<file path="config.mk">
export PLATFORM = sky130hd
export DESIGN_NAME = token_burst_gen
export DESIGN_NICKNAME = d
export VERILOG_FILES = /design/src/rtl/token_burst_gen.sv
export SDC_FILE = /design/constraint.sdc
export NUM_CORES = 1
export LEC_CHECK = 0
export ABC_AREA = 1
export BUFFER_PORTS_ARGS = -buffer_cell sky130_fd_sc_hd__buf_2
export CAP_MARGIN = 30
export CORE_MARGIN = 1.5
export CORE_UTILIZATION = 55
export CTS_BUF_LIST = sky130_fd_sc_hd__clkbuf_4
export CTS_CLUSTER_DIAMETER = 60
export DETAILED_ROUTE_END_ITERATION = 8
export PLACE_DENSITY = 0.82
export SYNTH_ARGS = -nofsm -noshare
export SYNTH_HDL_FRONTEND = slang
export SYNTH_SLANG_ARGS = --single-unit
export TNS_END_PERCENT = 5
</file>
<file path="constraint.sdc">
create_clock -name clk -period 3.54 [get_ports clk]
set_input_delay 0.708 -clock clk [delete_from_list [all_inputs] [get_ports clk]]
set_output_delay 0.708 -clock clk [all_outputs]
set_load 0.02 [all_outputs]
</file>
<file path="src/rtl/token_burst_gen.sv">
// -----------------------------------------------------------------------------
// token_burst_gen
//
// Upstream token source for the token-stream stages. The block accepts burst
// commands over a valid/ready handshake and, for each one, emits cmd_len
// single-cycle tokens on tok. cmd_gap idle cycles separate consecutive tokens.
// A downstream hold input stalls emission and freezes every counter. A
// running tok_total counts the tokens emitted since reset and wraps silently.
//
// Ports
//   clk        in   1      clock
//   rst        in   1      synchronous, active-high reset
//   cmd_valid  in   1      command present
//   cmd_ready  out  1      block can accept a command this cycle
//   cmd_len    in   LEN_W  number of tokens in the burst (0 = empty command)
//   cmd_gap    in   GAP_W  idle cycles between consecutive tokens
//   hold       in   1      downstream stall: no token, all counters frozen
//   tok        out  1      token output, one cycle high per token
//   busy       out  1      a burst is in progress (EMIT or GAP)
//   done       out  1      one-cycle pulse the cycle after a command completes
//   tok_total  out  CNT_W  tokens emitted since reset, modulo 2^CNT_W
// -----------------------------------------------------------------------------
module token_burst_gen #(
    parameter int LEN_W = 8,
    parameter int GAP_W = 4,
    parameter int CNT_W = 16
) (
    input  logic             clk,
    input  logic             rst,
    input  logic             cmd_valid,
    output logic             cmd_ready,
    input  logic [LEN_W-1:0] cmd_len,
    input  logic [GAP_W-1:0] cmd_gap,
    input  logic             hold,
    output logic             tok,
    output logic             busy,
    output logic             done,
    output logic [CNT_W-1:0] tok_total
);

    typedef enum logic [1:0] {
        S_IDLE = 2'd0,
        S_EMIT = 2'd1,
        S_GAP  = 2'd2
    } state_e;

    state_e             state_q,      state_d;
    logic [LEN_W-1:0]   remaining_q,  remaining_d;   // tokens still to emit, current one included
    logic [GAP_W-1:0]   gap_reload_q, gap_reload_d;  // latched cmd_gap for the whole burst
    logic [GAP_W-1:0]   gap_cnt_q,    gap_cnt_d;     // idle cycles left before the next token
    logic               done_q,       done_d;
    logic [CNT_W-1:0]   tok_total_q,  tok_total_d;

    logic               accept;

    // -------------------------------------------------------------------------
    // Combinational outputs, all decoded straight from the state register.
    // cmd_ready is forced low during reset so no command can slip in while
    // the block is being cleared.
    // -------------------------------------------------------------------------
    assign cmd_ready = (state_q == S_IDLE) && !rst;
    assign accept    = cmd_valid && cmd_ready;
    assign tok       = (state_q == S_EMIT) && !hold;
    assign busy      = (state_q != S_IDLE);
    assign done      = done_q;
    assign tok_total = tok_total_q;

    // -------------------------------------------------------------------------
    // Next-state logic.
    // The counters use "reaches 1" as the terminal condition and never
    // pre-decrement on load. The full field ranges (2^LEN_W-1 tokens,
    // 2^GAP_W-1 gap cycles) therefore fit without an extra counter bit.
    // -------------------------------------------------------------------------
    always_comb begin
        // NOTE: every variable gets a default before the case so that no path
        // leaves it unassigned; a missed branch would otherwise infer a latch.
        state_d      = state_q;
        remaining_d  = remaining_q;
        gap_reload_d = gap_reload_q;
        gap_cnt_d    = gap_cnt_q;
        done_d       = 1'b0;
        tok_total_d  = tok_total_q;

        if (tok) begin
            // Wraps modulo 2^CNT_W by design.
            tok_total_d = tok_total_q + CNT_W'(1);
        end

        case (state_q)
            S_IDLE: begin
                if (accept) begin
                    if (cmd_len == '0) begin
                        // Empty command: complete immediately and stay ready.
                        done_d = 1'b1;
                    end else begin
                        state_d      = S_EMIT;
                        remaining_d  = cmd_len;
                        gap_reload_d = cmd_gap;
                    end
                end
            end

            S_EMIT: begin
                if (!hold) begin
                    if (remaining_q == LEN_W'(1)) begin
                        // Last token goes out this cycle; done follows next cycle
                        // with the block already back in IDLE and ready.
                        state_d     = S_IDLE;
                        remaining_d = '0;
                        done_d      = 1'b1;
                    end else begin
                        remaining_d = remaining_q - LEN_W'(1);
                        if (gap_reload_q != '0) begin
                            state_d   = S_GAP;
                            gap_cnt_d = gap_reload_q;
                        end
                    end
                end
            end

            S_GAP: begin
                if (!hold) begin
                    if (gap_cnt_q == GAP_W'(1)) begin
                        state_d   = S_EMIT;
                        gap_cnt_d = '0;
                    end else begin
                        gap_cnt_d = gap_cnt_q - GAP_W'(1);
                    end
                end
            end

            default: begin
                state_d = S_IDLE;
            end
        endcase
    end

    // -------------------------------------------------------------------------
    // State register. Reset is synchronous and takes priority over cmd_valid
    // and hold. An in-flight burst is dropped without a done pulse.
    // -------------------------------------------------------------------------
    always_ff @(posedge clk) begin
        // NOTE: sequential state uses non-blocking assignments only, so every
        // register samples its pre-edge value regardless of statement order.
        if (rst) begin
            state_q      <= S_IDLE;
            remaining_q  <= '0;
            gap_reload_q <= '0;
            gap_cnt_q    <= '0;
            done_q       <= 1'b0;
            tok_total_q  <= '0;
        end else begin
            state_q      <= state_d;
            remaining_q  <= remaining_d;
            gap_reload_q <= gap_reload_d;
            gap_cnt_q    <= gap_cnt_d;
            done_q       <= done_d;
            tok_total_q  <= tok_total_d;
        end
    end

endmodule

</file>
==> results.py, run 1 <==
metrics = {
    "setup_path": {
        "start_kind": "input pin",
        "r2r-start": "state_q[1]",
        "crit_path_max_fanout": 8,
        "cp.required_ps": 2830,
        "cp_common_cell": "buf_2",
        "cp.arrival_ps": 1440,
        "crit_slowest_cell": "buf_2",
        "slowest_delay_ps": 190,
        "cpLargestDelayFamily": "buffers and inverters",
        "crit_buf_inv": 4,
        "worstSetupPathType": "in2out",
        "startpoint": "hold",
        "crit_path_end_kind": "output pin",
        "path_cells": "buf_2 -> inv_1 -> nand3_4 -> inv_2 -> buf_2",
    },
    "placed_design": {
        "place_congestion": 0.904,
        "place_ws_ps": 1380,
        "dp_hpwl_mm": 3.28,
        "portBuffers": 35,
    },
    "global_route": {
        "grt_first_pass_wirelength_mm": 7.54,
        "grt_usage": 0.234,
        "grt_overflow": 0,
        "grt_pass1_vias": 1779,
        "grt_max_degree": 29,
        "grt_antenna_before_repair": 0,
    },
    "sta": {
        "fin_crit_ps": 2150,
        "tightestPinTransition_ps": 709,
        "maxSlewViolCount": 0,
        "relSlewSlack": 0.524,
        "fin_crit_sh": 0.608,
        "tns_ps": 0,
        "hold_viol": 0,
        "finalSetupViolations": 0,
        "setup_slack_ps": 1390,
        "fin_skew_ps": 11.6,
        "rsz0062_at_grt": "no",
        "fmax_ghz": 0.465,
    },
    "clock_tree": {
        "cts_hold_buf": 0,
        "clkLatencyLatePin_ps": 340,
        "clk_path_buf_depth": 2,
        "cts.clk_slew.worst_paths_ps": 100,
        "cts_tree": "built",
        "clock_sinks": 35,
        "ctsRootBufferMaster": "clkbuf_4",
        "htreeDepth": 2,
        "postCtsSetupRepairBufs": 0,
        "cts_resized": 0,
        "cts_buffers": 5,
    },
    "detailed_routing": {
        "drc_errors": 0,
        "num_vias": 2037,
        "dr.pass1.iters": 4,
        "drt_wl_total_mm": 4.38,
        "dr.first_iter.drc_count": 134,
        "drt-wirelength-per-cell_um": 10.8,
        "ant_nets": 0,
        "drt-vias-per-instance": 5.02,
    },
    "final_layout": {
        "nets": 378,
        "areaGrowthSynthToFinish_pct": 14.9,
        "multi_input_area_um2": 1120,
        "diodes": 0,
        "drive_above_1_share": 0.162,
        "fillers": 372,
        "ff_latch_area_um2": 701,
    },
    "synthesis": {
        "yosys.area.top_type": "dfxtp_1",
        "ys_seq_area_frac": 0.340,
        "synthesis.instances": 320,
        "yosys.area.top_type_share": 0.340,
        "synth_most_common_cell": "nand2_1",
        "syn_area_um2": 2060,
        "yosys-top-cells-count": "71 x nand2_1, 55 x nor2_1, 52 x inv_1",
        "async_flop_share": 0,
        "syn_nets": 341,
        "synth-edff-count": 0,
        "ys_types": 30,
        "syn_avg_cell_area_um2": 6.44,
        "ys_warn_count": 0,
        "synth-seq-cells": 35,
        "synth_area_leaders": "dfxtp_1 34%, nand2_1 13%, nor2_1 10%, inv_1 9.5%, o21ai_0 6.3%",
        "synth_ff_type": "dfxtp_1",
    },
    "floorplan": {
        "pin_count": 36,
        "die_w_um": 64.2,
        "die_area_um2": 4120,
        "fp.coreArea_um2": 3630,
        "die_h_um": 64.2,
        "start_util": 0.567,
        "rows": 22,
    },
    "power_and_ir_drop": {
        "irDropWorstVdd_uv": 390,
        "leakage_nw": 1.16,
        "power.density_nw_per_um2": 635,
        "p_seq_frac": 0.342,
        "cellInternalPower_w": 0.000902,
        "switching_share": 0.400,
        "power_frac_comb": 0.414,
        "power_switching_w": 0.000603,
        "power_frac_clock": 0.244,
    },
    "run": {
        "maxCapViolCount": 0,
    },
    "hold_path": {
        "holdCritStartpoint": "gap_reload_q[1]",
        "hp-class": "reg2reg",
    },
    "outcome": {
        "status": "finished clean",
    },
}
-- final timing paths --
path | endpoint | slack, ps | cells after the start
setup / recovery | tok | 1390 | 5
hold reg to reg | gap_reload_q[1] | 470 | 2
setup reg to reg | remaining_q[2] | 2010 | 7
hold / removal | gap_reload_q[1] | 470 | 2
-- metrics by stage --
step | utilization | hold slack [ps] | total power (W) | cell area, um^2 | cells
5_1_grt | 0.652 | 525 | 0.00163 | 2370 | 406
3_5_place_dp | 0.623 | 461 | 0.00114 | 2260 | 398
6_report | 0.652 | 473 | 0.00150 | 2370 | 406
4_1_cts | 0.652 | 477 | 0.00151 | 2370 | 406
3_3_place_gp | 0.623 | 460 | 0.00112 | 2260 | 398
2_1_floorplan | - | 445 | 0.00102 | 2060 | 320
-- worst reg2reg max path, delay by kind of cell (launching register included) --
family,cells,cell delay [ps]
simple gates,3,500
compound gates,2,300
buf+inv,2,350
flops,1,340
-- metal layers --
metal,track usage,vias to the layer above,wire length (um)
met1,0.286,907,2030
met5,0,-,0
met4,0.0957,0,63
li1,-,1074,-
met3,0.0669,6,244
met2,0.387,50,2050
-- cells by family after synthesis --
kind of cell               count (synthesis)  share of synthesized area
DFF                                       35                      0.340
AOI/OAI and AO/OA                         58                      0.149
xor gates and xnor gates                   6                     0.0255
adders and majority gates                  5                     0.0304
and+or+nand+nor                          157                      0.341
buffers and inverters                     59                      0.114
-- power groups by stage --
stage	clock network (W)	registers (W)	logic [W]
floorplan	0	0.000514	0.000505
global placement	0	0.000521	0.000598
detailed placement	0	0.000522	0.000615
CTS	0.000375	0.000514	0.000621
global route	0.000392	0.000527	0.000714
finish	0.000368	0.000514	0.000623
-- area by class of cell --
cell class                      instances  share of cell area
Inverter                               54              0.0856
Clock inverter                          2              0.0254
Clock buffer                            6              0.0190
Multi-Input combinational cell        226               0.475
Timing Repair Buffer                   35              0.0740
Sequential cell                        35               0.296
Tap cell                               48              0.0254
-- layout by cell type, fill, tap and decap left out --
cell       synthesis  routed
nor2_2             2       2
o21ai_1            5       5
inv_1             52      52
inv_2              1       1
bufinv_16          0       2
clkinv_1           1       1
nor3_1             2       2
nand3_4            1       1
nor2_4             1       1
nor2_1            55      55
nand4_1            2       2
nand3_1           16      16
a21oi_1           20      20
clkbuf_4           0       6
nor3_4             1       1
nand2_1           71      71
o22ai_1            4       4
nand2_4            2       2
nand4_4            1       1
o21ai_0           26      26
a21oi_2            2       2
nand3_2            2       2
xnor2_1            2       2
dfxtp_1           35      35
o21ai_2            1       1
nand2_2            1       1
buf_2              2      35
ha_1               5       5
xor2_1             4       4
-- state kept, by name (all words and copies together), names as in the netlist --
name	flops
remaining_q	8
gap_cnt_q	4
done	1
gap_reload_q	4
state_q	2
tok_total	16
Power figures use the tool's default switching activity.
==> run 2, diff against run 1 <==
Settings changed: ABC_AREA 1 to 0, CORE_UTILIZATION 55 to 52, PLACE_DENSITY 0.82 to 0.81.
Clock period 3.54 ns to 1.8 ns, I/O delays scaled along.
==> run 2 against run 1 <==
Effect of this change: area after synthesis down 4.9%; die area increased by 0.55%; via count fell by 3.5%; critical path depth down 1; largest power group is now sequential cells.
==> results.py, run 2 <==
metrics = {
    "final_layout": {
        "stdcell_count": 341,
        "final_common_cell": "buf_2",
        "fillers": 317,
        "final_cell_mix": "34 x buf_2, 32 x dfxtp_1, 28 x buf_4",
        "diodes": 0,
        "nets": 313,
        "areaGrowthSynthToFinish_pct": 24.7,
        "drive_above_1_share": 0.297,
        "largest_reg_flops": 16,
    },
    "clock_tree": {
        "cts_buffers": 5,
        "clk_path_buf_depth": 2,
        "cts_tree": "built",
        "clock_sinks": 35,
        "htreeDepth": 2,
        "clkLatencyLatePin_ps": 340,
        "ctsRootBufferMaster": "clkbuf_4",
        "cts.clk_slew.worst_paths_ps": 100,
    },
    "detailed_routing": {
        "num_vias": 1966,
        "drt-wirelength-per-cell_um": 14.1,
        "drc_errors": 0,
        "drt-vias-per-instance": 5.77,
        "dr.first_iter.drc_count": 121,
        "drt_wl_total_mm": 4.82,
        "dr.pass1.iters": 4,
        "ant_nets": 0,
    },
    "floorplan": {
        "pin_count": 36,
        "start_util": 0.539,
        "rows": 22,
        "die_h_um": 64.4,
        "die_area_um2": 4150,
        "die_w_um": 64.4,
        "fp.coreArea_um2": 3630,
    },
    "synthesis": {
        "ys_seq_area_frac": 0.358,
        "synth-edff-count": 0,
        "synth_area_leaders": "dfxtp_1 36%, a21oi_1 5.4%, nand2_1 3.6%, nor2_1 3.6%, ha_1 3.2%",
        "synth-seq-cells": 35,
        "syn_avg_cell_area_um2": 8.41,
        "syn_nets": 254,
        "syn_area_um2": 1960,
        "synth_most_common_cell": "dfxtp_1",
        "synthesis.instances": 233,
        "ys_warn_count": 0,
        "yosys-top-cells-count": "35 x dfxtp_1, 21 x a21oi_1, 19 x nand2_1, 19 x nor2_1, 10 x nand2b_1",
        "ys_types": 56,
        "yosys.area.top_type": "dfxtp_1",
        "yosys.area.top_type_share": 0.358,
        "async_flop_share": 0,
        "synth_ff_type": "dfxtp_1",
    },
    "global_route": {
        "grt_pass1_vias": 1905,
        "grt_max_degree": 43,
        "grt_overflow": 0,
        "grt_usage": 0.251,
        "grt_antenna_before_repair": 0,
        "grt_first_pass_wirelength_mm": 8.11,
    },
    "sta": {
        "relSlewSlack": 0.704,
        "tightestPinTransition_ps": 437,
        "fin_crit_ps": 1770,
        "rsz0062_at_grt": "yes",
        "hold_viol": 0,
        "fin_skew_ps": 7.00,
        "finalSetupViolations": 0,
        "maxSlewViolCount": 0,
        "fmax_ghz": 0.567,
        "fin_crit_sh": 0.981,
    },
    "setup_path": {
        "path_cells": "or4_4 -> a2111oi_4 -> a211oi_1 -> o41ai_2",
        "crit_buf_inv": 0,
        "worstSetupPathType": "reg2reg",
        "start_kind": "flop",
        "crit_slowest_cell": "or4_4",
        "cp.arrival_ps": 2010,
        "crit_path_max_fanout": 5,
        "cpLargestDelayFamily": "compound AO/OA/AOI/OAI gates",
        "cp.required_ps": 2050,
        "crit_path_end_kind": "flop",
        "slowest_delay_ps": 600,
    },
    "placed_design": {
        "portBuffers": 35,
        "placed_cells": 332,
        "dp_hpwl_mm": 3.48,
        "place_congestion": 0.917,
    },
    "hold_path": {
        "hp-class": "in2reg",
    },
    "power_and_ir_drop": {
        "power.density_nw_per_um2": 675,
        "leakage_nw": 1.00,
        "finalPower_w": 0.00165,
        "irDropWorstVdd_uv": 381,
    },
    "outcome": {
        "status": "finished clean",
    },
    "run": {
        "maxCapViolCount": 0,
    },
}
run 2: cell count changes after synthesis, sizes merged, moves of 10 or more:
cell	delta
o21ai	-27
inv	-44
nand3	-10
nand2	-55
nor2	-38
nand2b	+10
run 2: cell families after synthesis:
logic type,count (synthesis),synth area share
compound gates,63,0.242
xor+xnor,8,0.0358
fa+ha+maj,5,0.0319
buf+inv,19,0.0396
flops,35,0.358
mux,1,0.00575
simple gates,102,0.287
run 2: worst paths after layout:
kind                                       from         endpoint  slack, ps  depth (start not counted)
worst max-delay path             remaining_q[6]   remaining_q[7]         30                          4
worst min-delay path                 cmd_gap[0]  gap_reload_q[0]        250                          3
worst max register to register   remaining_q[6]   remaining_q[7]         30                          4
worst min register to register  gap_reload_q[0]  gap_reload_q[0]        490                          2
run 2: worst register-to-register path, delay by kind of cell (launching register included):
family           cells  cell delay (ps)
AO/OA/AOI/OAI        3              730
flip-flops           1              350
AND/OR/NAND/NOR      1              600
run 2: area by class of cell:
type	count	area, um^2	share of cell area
clock buffers	6	45.0	0.0184
clock inverters	2	12.5	0.00512
inverters	9	36.3	0.0148
multi-input cells	179	1200	0.493
flip-flops and latches	35	704	0.288
well taps	48	60.1	0.0246
repair buffers	62	380	0.156
run 2: power breakdown:
| group | internal [W] | switching [W] |
|---|---|---|
| sequential | 0.000802 | 0.0000295 |
| clock | 0.000166 | 0.000268 |
| combinational | 0.000179 | 0.000206 |
| total | 0.00115 | 0.000503 |
run 2: metal layers:
| layer | global-route usage | share of wire |
|---|---|---|
| met3 | 0.0511 | 0.052 |
| met5 | 0 | 0 |
| met2 | 0.438 | 0.50 |
| met1 | 0.288 | 0.43 |
| met4 | 0.130 | 0.020 |
run 2: repair_timing:
action                                  4_1_cts  5_1_grt
buffers inserted                              1        0
hold buffers                                  0        0
endpoints found under the setup margin        1        8
gates cloned                                  0        0
pin swaps                                     0        1
gates resized for setup                       3        6
run 2: metrics by stage:
stage	setup TNS [ps]	utilization	setup WS (ps)	instance area (um^2)	hold slack [ps]
after detailed placement	-491	0.647	-99.3	2350	471
after CTS	0	0.667	6.31	2420	235
after floorplan	0	-	4.17	1960	441
final	0	0.673	34.9	2440	247
after global placement	-197	0.647	-47.0	2350	461
after global routing	-12.8	0.673	-12.8	2440	265
